File: config.mk
export PLATFORM = sky130hd
export DESIGN_NAME = id_stage
export DESIGN_NICKNAME = d
export VERILOG_FILES = /design/src/rtl/id_stage.sv
export SDC_FILE = /design/constraint.sdc
export NUM_CORES = 1
export LEC_CHECK = 0
export ABC_AREA = 0
export BUFFER_PORTS_ARGS = -buffer_cell sky130_fd_sc_hd__buf_2
export CAP_MARGIN = 10
export CORE_MARGIN = 4
export CORE_UTILIZATION = 45
export DETAILED_ROUTE_END_ITERATION = 12
export PLACE_DENSITY = 0.62
export SLEW_MARGIN = 25
export SYNTH_ARGS = -nofsm -noshare
export SYNTH_HDL_FRONTEND = slang
export SYNTH_SLANG_ARGS = --single-unit
File: constraint.sdc
create_clock -name clk -period 3.4 [get_ports clk]
set_clock_uncertainty 0.2 [all_clocks]
set_input_delay 0.68 -clock clk [delete_from_list [all_inputs] [get_ports clk]]
set_output_delay 0.68 -clock clk [all_outputs]
set_load 0.02 [all_outputs]
File: src/rtl/id_stage.sv
// Decode stage: IF/ID pipeline register, 8x8 register file, operand decode and load-use stall.
// Optional build macro WB_BYPASS_EN: same-cycle write-back data is forwarded onto A_out/B_out.
module id_stage #(
    parameter int         NREGS   = 8,
    parameter logic [3:0] OP_LOAD = 4'hA,
    parameter logic [3:0] OP_ADDI = 4'h9
) (
    input  logic        clk,
    input  logic        rstn,
    input  logic [15:0] instr_in,
    input  logic        instr_valid,
    input  logic        flush,
    input  logic [3:0]  ex_opcode,
    input  logic [2:0]  ex_rd,
    input  logic        wb_en,
    input  logic [2:0]  wb_rd,
    input  logic [7:0]  wb_data,
    output logic [3:0]  opcode_out,
    output logic [7:0]  A_out,
    output logic [7:0]  B_out,
    output logic [2:0]  rd_out,
    output logic        stall
);

    logic [15:0] ir_q, ir_d;
    logic [7:0]  regs_q [0:NREGS-1];

    logic [3:0]  op;
    logic [2:0]  rd, rs1, rs2;
    logic [5:0]  imm6;
    logic        is_nop, uses_imm;
    logic [7:0]  rs1_val, rs2_val;

    always_comb begin
        op       = ir_q[15:12];
        rd       = ir_q[11:9];
        rs1      = ir_q[8:6];
        rs2      = ir_q[5:3];
        imm6     = ir_q[5:0];
        is_nop   = (op == 4'h0);
        uses_imm = (op == OP_ADDI) || (op == OP_LOAD);

        // R0 is hard-wired to zero regardless of what the array holds.
        rs1_val = (rs1 == 3'd0) ? 8'h00 : regs_q[rs1];
        rs2_val = (rs2 == 3'd0) ? 8'h00 : regs_q[rs2];
`ifdef WB_BYPASS_EN
        if (wb_en && (wb_rd != 3'd0) && (wb_rd == rs1)) rs1_val = wb_data;
        if (wb_en && (wb_rd != 3'd0) && (wb_rd == rs2)) rs2_val = wb_data;
`endif

        opcode_out = op;
        rd_out     = rd;
        A_out      = rs1_val;
        B_out      = uses_imm ? {2'b00, imm6} : rs2_val;
        if (is_nop) begin
            opcode_out = 4'h0;
            rd_out     = 3'd0;
            A_out      = 8'h00;
            B_out      = 8'h00;
        end

        // Load in EX whose result the decoding instruction needs; rs2 only matters when it is a register read.
        stall = (ex_opcode == OP_LOAD) && (ex_rd != 3'd0) && !is_nop && !flush &&
                ((ex_rd == rs1) || ((ex_rd == rs2) && !uses_imm));
    end

    always_comb begin
        if (flush)            ir_d = 16'h0000;
        else if (stall)       ir_d = ir_q;
        else if (instr_valid) ir_d = instr_in;
        else                  ir_d = 16'h0000;
    end

    always_ff @(posedge clk or negedge rstn) begin
        if (!rstn) begin
            ir_q <= 16'h0000;
            for (int i = 0; i < NREGS; i++) regs_q[i] <= 8'h00;
        end else begin
            ir_q <= ir_d;
            for (int i = 1; i < NREGS; i++) begin
                if (wb_en && (wb_rd == 3'(i))) regs_q[i] <= wb_data;
            end
        end
    end

endmodule
==> Yosys cells after proc, flatten, opt, wreduce, memory -nomap -nowiden <==
Index checks and enable logic that the tools add are counted.
{ "totals": {"ff_bits": 72} }
{ "op_classes": {"n_reduce_logical": 21, "muxes": 16, "n_lt_le_gt_ge": 2, "n_bitwise": 2, "n_eq_ne": 13} }
{ "op_table": {"columns": ["cell", "n"], "rows": [
  ["8-bit 2-to-1 mux", 9],
  ["8-bit binary-select mux with 3-bit select", 2],
  ["16-bit 2-to-1 mux", 3],
  ["3-bit equality test (second input constant)", 4],
  ["4-bit equality test (second input constant)", 3],
  ["1-bit logical AND", 12],
  ["4-bit >= comparator (second input constant)", 2],
  ["3-bit inverter with 4-bit output", 2],
  ["3-bit by 2-bit equality test with 1-bit output (second input constant)", 2],
  ["3-bit equality test", 2],
  ["3-bit logical NOT", 2],
  ["4-bit logical NOT", 1],
  ["4-bit 2-to-1 mux", 1],
  ["3-bit by 1-bit equality test with 1-bit output (second input constant)", 1],
  ["1-bit logical NOT", 3],
  ["3-bit 2-to-1 mux", 1],
  ["3-bit nonzero test", 1],
  ["1-bit logical OR", 2],
  ["2-bit inequality test (second input constant)", 1]
]} }

==> Longest topological paths before layout <==
Gate-level depths: netlist (run 1).
{ "depth": {"word_depth": 8, "ltp_mapped": 7, "depth_no_buf": 5} }

==> Least setup slack after synthesis (run 1) <==
Ideal clock, no wire load.
{ "synth_timing": {"kind": "input port to output port", "startpoint": "input flush", "endpoint": "output stall", "n_path_buf": 1, "cell_stages": 4, "slack_ns": 0.596, "arrival_time_ns": 1.924, "cell_sequence": "nor4b_1 nand2_1 a2111oi_4 buf_6"} }
{ "synth_between": {"elab_chain_cells": 3} }
{ "synth_lines": {"columns": ["element", "line_no", "text"], "rows": [
  ["start, declared", "12", "input logic flush,"],
  ["1-bit logical NOT", "63", "stall = (ex_opcode == OP_LOAD) && (ex_rd != 3'd0) && !is_nop && !flush &&"],
  ["1-bit logical AND (2 in series)", "63", null],
  ["end, declared", "22", "output logic stall"]
]} }
Every way passes these cells.

==> Worst setup path after layout (run 1) <==
{ "layout_timing": {"startpoint": "register ir_q[5]", "endpoint": "output B_out[2]"} }
{ "layout_between": {"elab_chain_cells": 7, "word_cells_on_any_way": 8, "classes_between": "mux (6); bitwise (1); reduce/logical (1)"} }
{ "layout_lines": {"columns": ["element", "line_no", "text"], "rows": [
  ["start, declared", "25", "logic [15:0] ir_q, ir_d;"],
  ["start signal, assigned", "79", "ir_q <= ir_d;"],
  ["3-bit inverter with 4-bit output (not written as such)", "45", "rs2_val = (rs2 == 3'd0) ? 8'h00 : regs_q[rs2];"],
  ["8-bit binary-select mux with 3-bit select", "45", null],
  ["8-bit 2-to-1 mux (not written as such) (2 in series)", "45", null],
  ["8-bit 2-to-1 mux *", "45", null],
  ["8-bit 2-to-1 mux *", "54", "B_out = uses_imm ? {2'b00, imm6} : rs2_val;"],
  ["8-bit 2-to-1 mux *", "55", "if (is_nop) begin"],
  ["end, declared", "20", "output logic [7:0] B_out,"]
]} }
Every way passes the cells marked *; elsewhere a longest branch is shown, timed or not. The select of a mux whose other input is x is not followed.

==> results of run 1 <==
## sequential cells by signal (all words and copies together) (netlist names)
name	cells
ir_q	16
regs_q	56
## Yosys cell counts
master          instances
a2111oi_4               1
a211oi_1                1
a21oi_1                 5
a221o_1                10
a221oi_1                1
a311oi_1                3
a31oi_1                 1
and3_2                  1
buf_2                   3
buf_4                   1
buf_6                   4
clkbuf_1               14
clkbuf_8                1
dfrtp_1                72
dlygate4sd3_1           1
dlymetal6s2s_1          1
inv_1                  17
mux2_2                 67
mux2i_1                28
mux4_2                 12
nand2_1                24
nand3_1                 4
nand3_4                 1
nand4_1                 2
nand4_4                 1
nand4b_1                3
nor2_1                 19
nor2b_1                 2
nor3_1                  1
nor3_2                  1
nor4_1                  1
nor4b_1                 1
nor4bb_1                2
o21ai_0                14
o22ai_1                 6
o31ai_1                 2
xnor2_1                 3
xnor2_2                 1
xnor2_4                 2
xor2_1                  1
## routing by layer
metal  routed length, um  up-vias  global-route usage  part of all wire
li1                    -     1349                   -                 -
met1                4560     1481               0.271              0.45
met2                4820      105               0.331              0.47
met3                 667       14              0.0376             0.065
met4                 156        0              0.0687             0.015
met5                   0        -                   0                 0
## metrics by stage
| stage | utilization | hold slack [ns] | worst slack (ns) |
|---|---|---|---|
| 2_1_floorplan | - | 0.184 | 0.596 |
| 4_1_cts | 0.537 | 0.245 | 0.254 |
| 6_report | 0.537 | 0.234 | 0.253 |
| 5_1_grt | 0.537 | 0.299 | 0.123 |
| 3_5_place_dp | 0.516 | 0.315 | 0.626 |
| 3_3_place_gp | 0.516 | 0.312 | 0.658 |
## report_power, final
| group | switching (uW) | internal [uW] | total [uW] |
|---|---|---|---|
| Clock | 314 | 352 | 666 |
| Combinational | 192 | 277 | 469 |
| Sequential | 129 | 1010 | 1140 |
## layout make-up
cell class	count	area [um^2]
fillers	776	4060
multi-input cells	221	2080
flip-flops and latches	72	1800
repair buffers	78	443
clock buffers	11	141
well taps	108	135
inverters	17	63.8
clock inverters	4	45.0
## kinds of logic (layout without fill, tap and decap cells)
logic type             count (synthesis)  after routing  share of synthesized area
XOR/XNOR                               7              7                     0.0260
multiplexers                         107            107                      0.319
AO/OA/AOI/OAI                         44             44                     0.0793
AND/OR/NAND/NOR                       63             63                     0.0805
buffers and inverters                 42            110                     0.0539
flip-flops                            72             72                      0.441
## final timing paths
kind                                 startpoint                     end  slack, ns  depth (start not counted)
setup reg to reg            ir_q[5]$_DFFE_PN0P_     ir_q[5]$_DFFE_PN0P_       0.97                          5
setup / recovery            ir_q[5]$_DFFE_PN0P_                B_out[2]       0.25                          5
min in group clk           ir_q[11]$_DFFE_PN0P_    ir_q[11]$_DFFE_PN0P_       0.33                          2
hold / removal                             rstn    ir_q[10]$_DFFE_PN0P_       0.23                          1
max in group asynchronous                  rstn  regs_q[45]$_DFFE_PN0P_       2.07                          2
hold reg to reg            ir_q[11]$_DFFE_PN0P_    ir_q[11]$_DFFE_PN0P_       0.33                          2
==> reports/qor.csv, run 1 <==
stage,metric,value,unit
floorplan,standard-cell row count,34,
sta,Slew @ Worst Pin,0.824,ns
synth,top cell type's share of synthesized area,0.441,
clocking,postcts setup bufs,0,
placed_design,placed cell areas,0.00452,mm^2
layout,n_diodes,0,
pwr,Leak,0.00199,uW
clocking,Skew-Pair Late Insertion Delay,0.34,ns
clocking,CTS Root Buffer Type,clkbuf_8,
clocking,Worst-path clk slew,0.07,ns
clocking,CTS Buf Count,9,
sta,Max Freq,318,MHz
detailed_routing,first-pass detailed-route iteration total,4,
critical_path,Worst setup EP type,primary output,
critical_path,WS Path Type,reg -> out,
detailed_routing,wire length per cell after detailed routing,20.0,um
detailed_routing,via density per instance,5.77,
critical_path,crit start category,register,
layout,nets@finish,438,
floorplan,DIE HEIGHT,103,um
placed_design,Port Buffers,62,
global_routing,GRT Util Overall,0.202,
sta,final setup vio count,0,
pwr,VDD IR-drop max,0.176,mV
flow_run,max cap viols,0,
layout,area grow syn2layout,15.2,%
floorplan,Core Area,0.00876,mm^2
floorplan,Total Die Area,0.0107,mm^2
critical_path,crit path DAT,2.27,ns
clocking,Post-CTS Resized,0,
synth,Post-Syn Instances,335,
synth,leading area contributor after synthesis,dfrtp_1,
critical_path,Worst path max stage delay,0.82,ns
layout,share of layout cells above drive strength 1,0.449,
status,status,"complete, no violations",
detailed_routing,Routed WL,10200,um
sta,setup TNS,0,ns
layout,Post-Layout Cell Count,511,
pwr,Tot Pwr,2270,uW
sta,RSZ-0062 raised after global routing,no,
min_path,Hold Crit Class,in -> async,
layout,design area,0.00471,mm^2
detailed_routing,First DRT Iteration DRCs,122,
clocking,CTS tree,built,
synth,post-synthesis net count,374,
synth,Syn Area/Cell,12.2,um^2
synth,Synth area leaders,"dfrtp_1, mux2_2, mux2i_1, mux4_2, a221o_1",
critical_path,"most used cell, CP",o22ai_1,
clocking,clock sink count,72,
synth,"Cell Area, Synth",0.00409,mm^2
floorplan,Starting Density,0.466,
placed_design,GPL Wtd Cong,0.818,
global_routing,global route overflow,0,
synth,Ys Warns,8,
detailed_routing,vias,2949,
placed_design,DP HPWL,7190,um
floorplan,I/O pin count,63,
detailed_routing,Final ANT Viol Nets,0,
synth,number of library cell types mapped by synthesis,40,
placed_design,Placed Instances,496,
synth,"Seq/Total Area, Yosys",0.441,
pwr,Pwr Density,483,mW/mm^2
global_routing,vias in the first global route,3053,
sta,max-slew violations,0,
sta,"Min Clock Period, post-route",3.15,ns
clocking,Clock Tree Buf Depth,2,
detailed_routing,drt drc,0,
global_routing,first-pass GRT wire length,16300,um
global_routing,largest net degree at the start of global routing,40,
synth,synthesized flop and latch total,72,
global_routing,initial antenna violation count,0,
layout,"commonest non-fill, non-tap cell in the layout",dfrtp_1,
critical_path,"Req. time, crit path",2.52,ns
critical_path,Worst Path Max Fanout,15,
critical_path,CP Buf/Inv Count,1,
layout,"commonest cells after routing, fill and taps aside","dfrtp_1, mux2_2, buf_2, mux2i_1, nand2_1",
critical_path,CP max-delay cell,dfrtp_1,
sta,Tcrit/Tclk final,0.926,
clocking,Max H-tree Level,3,
clocking,"Hold-fix buffers, CTS",0,
critical_path,Top Family by Delay on Critical Path,flip-flops,
critical_path,CP Cell Sequence,mux2i_1 -> o22ai_1 -> a311oi_1 -> o22ai_1 -> buf_2,
floorplan,die span in x,103,um
sta,"Hold Vio Cnt, Final",0,
sta,Rel. slew slack,0.451,
(Power assumes the default switching activity.)
==> run 2: changes to the inputs <==
==> constraint.sdc (replaced) <==
create_clock -name clk -period 3.7 [get_ports clk]
set_clock_uncertainty 0.2 [all_clocks]
set_input_delay 0.74 -clock clk [delete_from_list [all_inputs] [get_ports clk]]
set_output_delay 0.74 -clock clk [all_outputs]
set_load 0.02 [all_outputs]
==> run 2 against run 1 <==
Compared with the run above: critical path type unchanged; core utilization rose by 0.44 points; routed wire length rose by 2.6%; final area increased by 0.82%; sequential share of layout area fell by 0.31 points; non-clock buffer count down 1; critical endpoint is now B_out[1]; clock-buffer cell count is the same; sequential power is 8% lower; final cell count is the same.
==> reports/qor.csv, run 2 (synthesized netlist as in run 1, its figures left out) <==
stage,metric,value,unit,change
status,status,"complete, no violations",,
placed_design,placed cell areas,0.00450,mm^2,-0.44%
clocking,Worst-path clk slew,0.08,ns,about the same
clocking,postcts setup bufs,0,,unchanged
floorplan,DIE HEIGHT,103,um,unchanged
pwr,Pwr Density,474,mW/mm^2,-1.9%
layout,nets@finish,437,,-0.23%
detailed_routing,via density per instance,5.82,,+0.88%
sta,"Hold Vio Cnt, Final",0,,unchanged
critical_path,Worst Path Max Fanout,21,,+6
sta,max-slew violations,0,,unchanged
critical_path,"Req. time, crit path",2.76,ns,+0.24 ns
detailed_routing,wire length per cell after detailed routing,20.5,um,+2.6%
layout,max reg flops,56,,unchanged
critical_path,Worst setup EP type,primary output,,
global_routing,largest net degree at the start of global routing,27,,-33%
detailed_routing,first-pass detailed-route iteration total,4,,unchanged
sta,Tcrit/Tclk final,0.896,,
pwr,Internal Power,1650,uW,+0.54%
layout,n_diodes,0,,unchanged
clocking,Post-CTS Resized,0,,unchanged
floorplan,die span in x,103,um,unchanged
floorplan,Core Area,0.00876,mm^2,unchanged
detailed_routing,Routed WL,10500,um,+2.6%
placed_design,GPL Wtd Cong,0.841,,+2.8%
sta,setup TNS,0,ns,unchanged
clocking,"Hold-fix buffers, CTS",0,,unchanged
placed_design,DP HPWL,7330,um,+2.0%
sta,Max Freq,301,MHz,
detailed_routing,First DRT Iteration DRCs,180,,+48%
flow_run,max cap viols,0,,unchanged
layout,layout filler cell count,748,,-3.6%
critical_path,WS Path Type,reg -> out,,
global_routing,first-pass GRT wire length,16800,um,+3.1%
sta,Rel. slew slack,0.323,,-0.128
global_routing,initial antenna violation count,0,,unchanged
clocking,CTS tree,built,,
critical_path,R2R Setup Slk,1.18,ns,+0.21 ns
layout,area grow syn2layout,16.1,%,
clocking,CTS Root Buffer Type,clkbuf_8,,
layout,Reg with most FFs,regs_q,,
sta,Slew @ Worst Pin,1.01,ns,+0.186 ns
floorplan,Starting Density,0.466,,unchanged
clocking,Skew-Pair Late Insertion Delay,0.35,ns,about the same
min_path,Hold Crit Class,in -> async,,
sta,RSZ-0062 raised after global routing,no,,
clocking,CTS Buf Count,9,,unchanged
layout,Top Registers,"regs_q: 56 flops, ir_q: 16 flops",,
clocking,Max H-tree Level,3,,unchanged
global_routing,global route overflow,0,,unchanged
global_routing,vias in the first global route,3151,,+3.2%
pwr,Leak,0.00201,uW,+0.71%
layout,area occupied by multi-input gates,0.00208,mm^2,unchanged
placed_design,Port Buffers,62,,unchanged
layout,design area,0.00475,mm^2,+0.82%
layout,FF/Latch Area,0.00180,mm^2,unchanged
critical_path,crit start category,register,,
floorplan,standard-cell row count,34,,unchanged
layout,share of layout cells above drive strength 1,0.449,,unchanged
global_routing,GRT Util Overall,0.210,,+0.00824
detailed_routing,vias,2975,,+0.88%
detailed_routing,Final ANT Viol Nets,0,,unchanged
detailed_routing,drt drc,0,,unchanged
layout,"commonest cells after routing, fill and taps aside","dfrtp_1, mux2_2, buf_2, mux2i_1, nand2_1",,
clocking,Clock Tree Buf Depth,2,,unchanged
pwr,Gate power share,0.192,,-0.014
pwr,switching pwr,601,uW,-5.3%
sta,final setup vio count,0,,unchanged
critical_path,crit path DAT,2.38,ns,+0.11 ns
pwr,VDD IR-drop max,0.197,mV,+12%
sta,"Min Clock Period, post-route",3.32,ns,
floorplan,I/O pin count,63,,unchanged
pwr,Seq pwr share,0.468,,-0.033
floorplan,Total Die Area,0.0107,mm^2,unchanged
pwr,Clk pwr share,0.340,,+0.047
clocking,clock sink count,72,,unchanged
pwr,Sw Ratio,0.267,,-0.0119
layout,"commonest non-fill, non-tap cell in the layout",dfrtp_1,,
## run 2: through the flow
stage | util | power (uW) | hold WS, ns | std cells | worst slack, ns
4_1_cts | 0.542 | 2260 | 0.192 | 511 | 0.363
3_5_place_dp | 0.514 | 1500 | 0.315 | 495 | 0.733
5_1_grt | 0.542 | 2360 | 0.213 | 511 | 0.197
3_3_place_gp | 0.514 | 1480 | 0.311 | 495 | 0.815
6_report | 0.542 | 2250 | 0.188 | 511 | 0.383
2_1_floorplan | - | 1340 | 0.244 | 335 | 0.776
## run 2: power groups by stage
stage          combinational, uW  sequential, uW  clock [uW]
2_1_floorplan                333            1010           0
3_3_place_gp                 419            1060           0
3_5_place_dp                 434            1060           0
4_1_cts                      437            1050         776
5_1_grt                      476            1070         814
6_report                     432            1050         765
## run 2: layer usage
layer,track usage,up-vias,part of all wire
met1,0.276,1489,0.43
met3,0.0463,21,0.072
met2,0.346,116,0.48
li1,-,1349,-
met4,0.0727,0,0.018
met5,0,-,0
## run 2: cell type report
type	count	share of cell area
inverters	17	0.0134
clock inverters	5	0.0219
repair buffers	77	0.0891
flip-flops and latches	72	0.380
clock buffers	11	0.0298
well taps	108	0.0285
multi-input cells	221	0.438
## run 2: final timing paths
kind                                           to  cells after the start                  from
max                                      B_out[1]                      5   ir_q[5]$_DFFE_PN0P_
max in group asynchronous  regs_q[44]$_DFFE_PN0P_                      2                  rstn
min in group clk             ir_q[11]$_DFFE_PN0P_                      2  ir_q[11]$_DFFE_PN0P_
max reg2reg                   ir_q[5]$_DFFE_PN0P_                      5   ir_q[5]$_DFFE_PN0P_
min reg2reg                  ir_q[11]$_DFFE_PN0P_                      2  ir_q[11]$_DFFE_PN0P_
min                          ir_q[10]$_DFFE_PN0P_                      1                  rstn
## run 2: critical path, cell delays in order, from the launching register on
cell	delay [ns]
dfrtp_1	0.95
mux2i_1	0.28
o22ai_1	0.11
a311oi_1	0.40
o22ai_1	0.12
buf_2	0.18
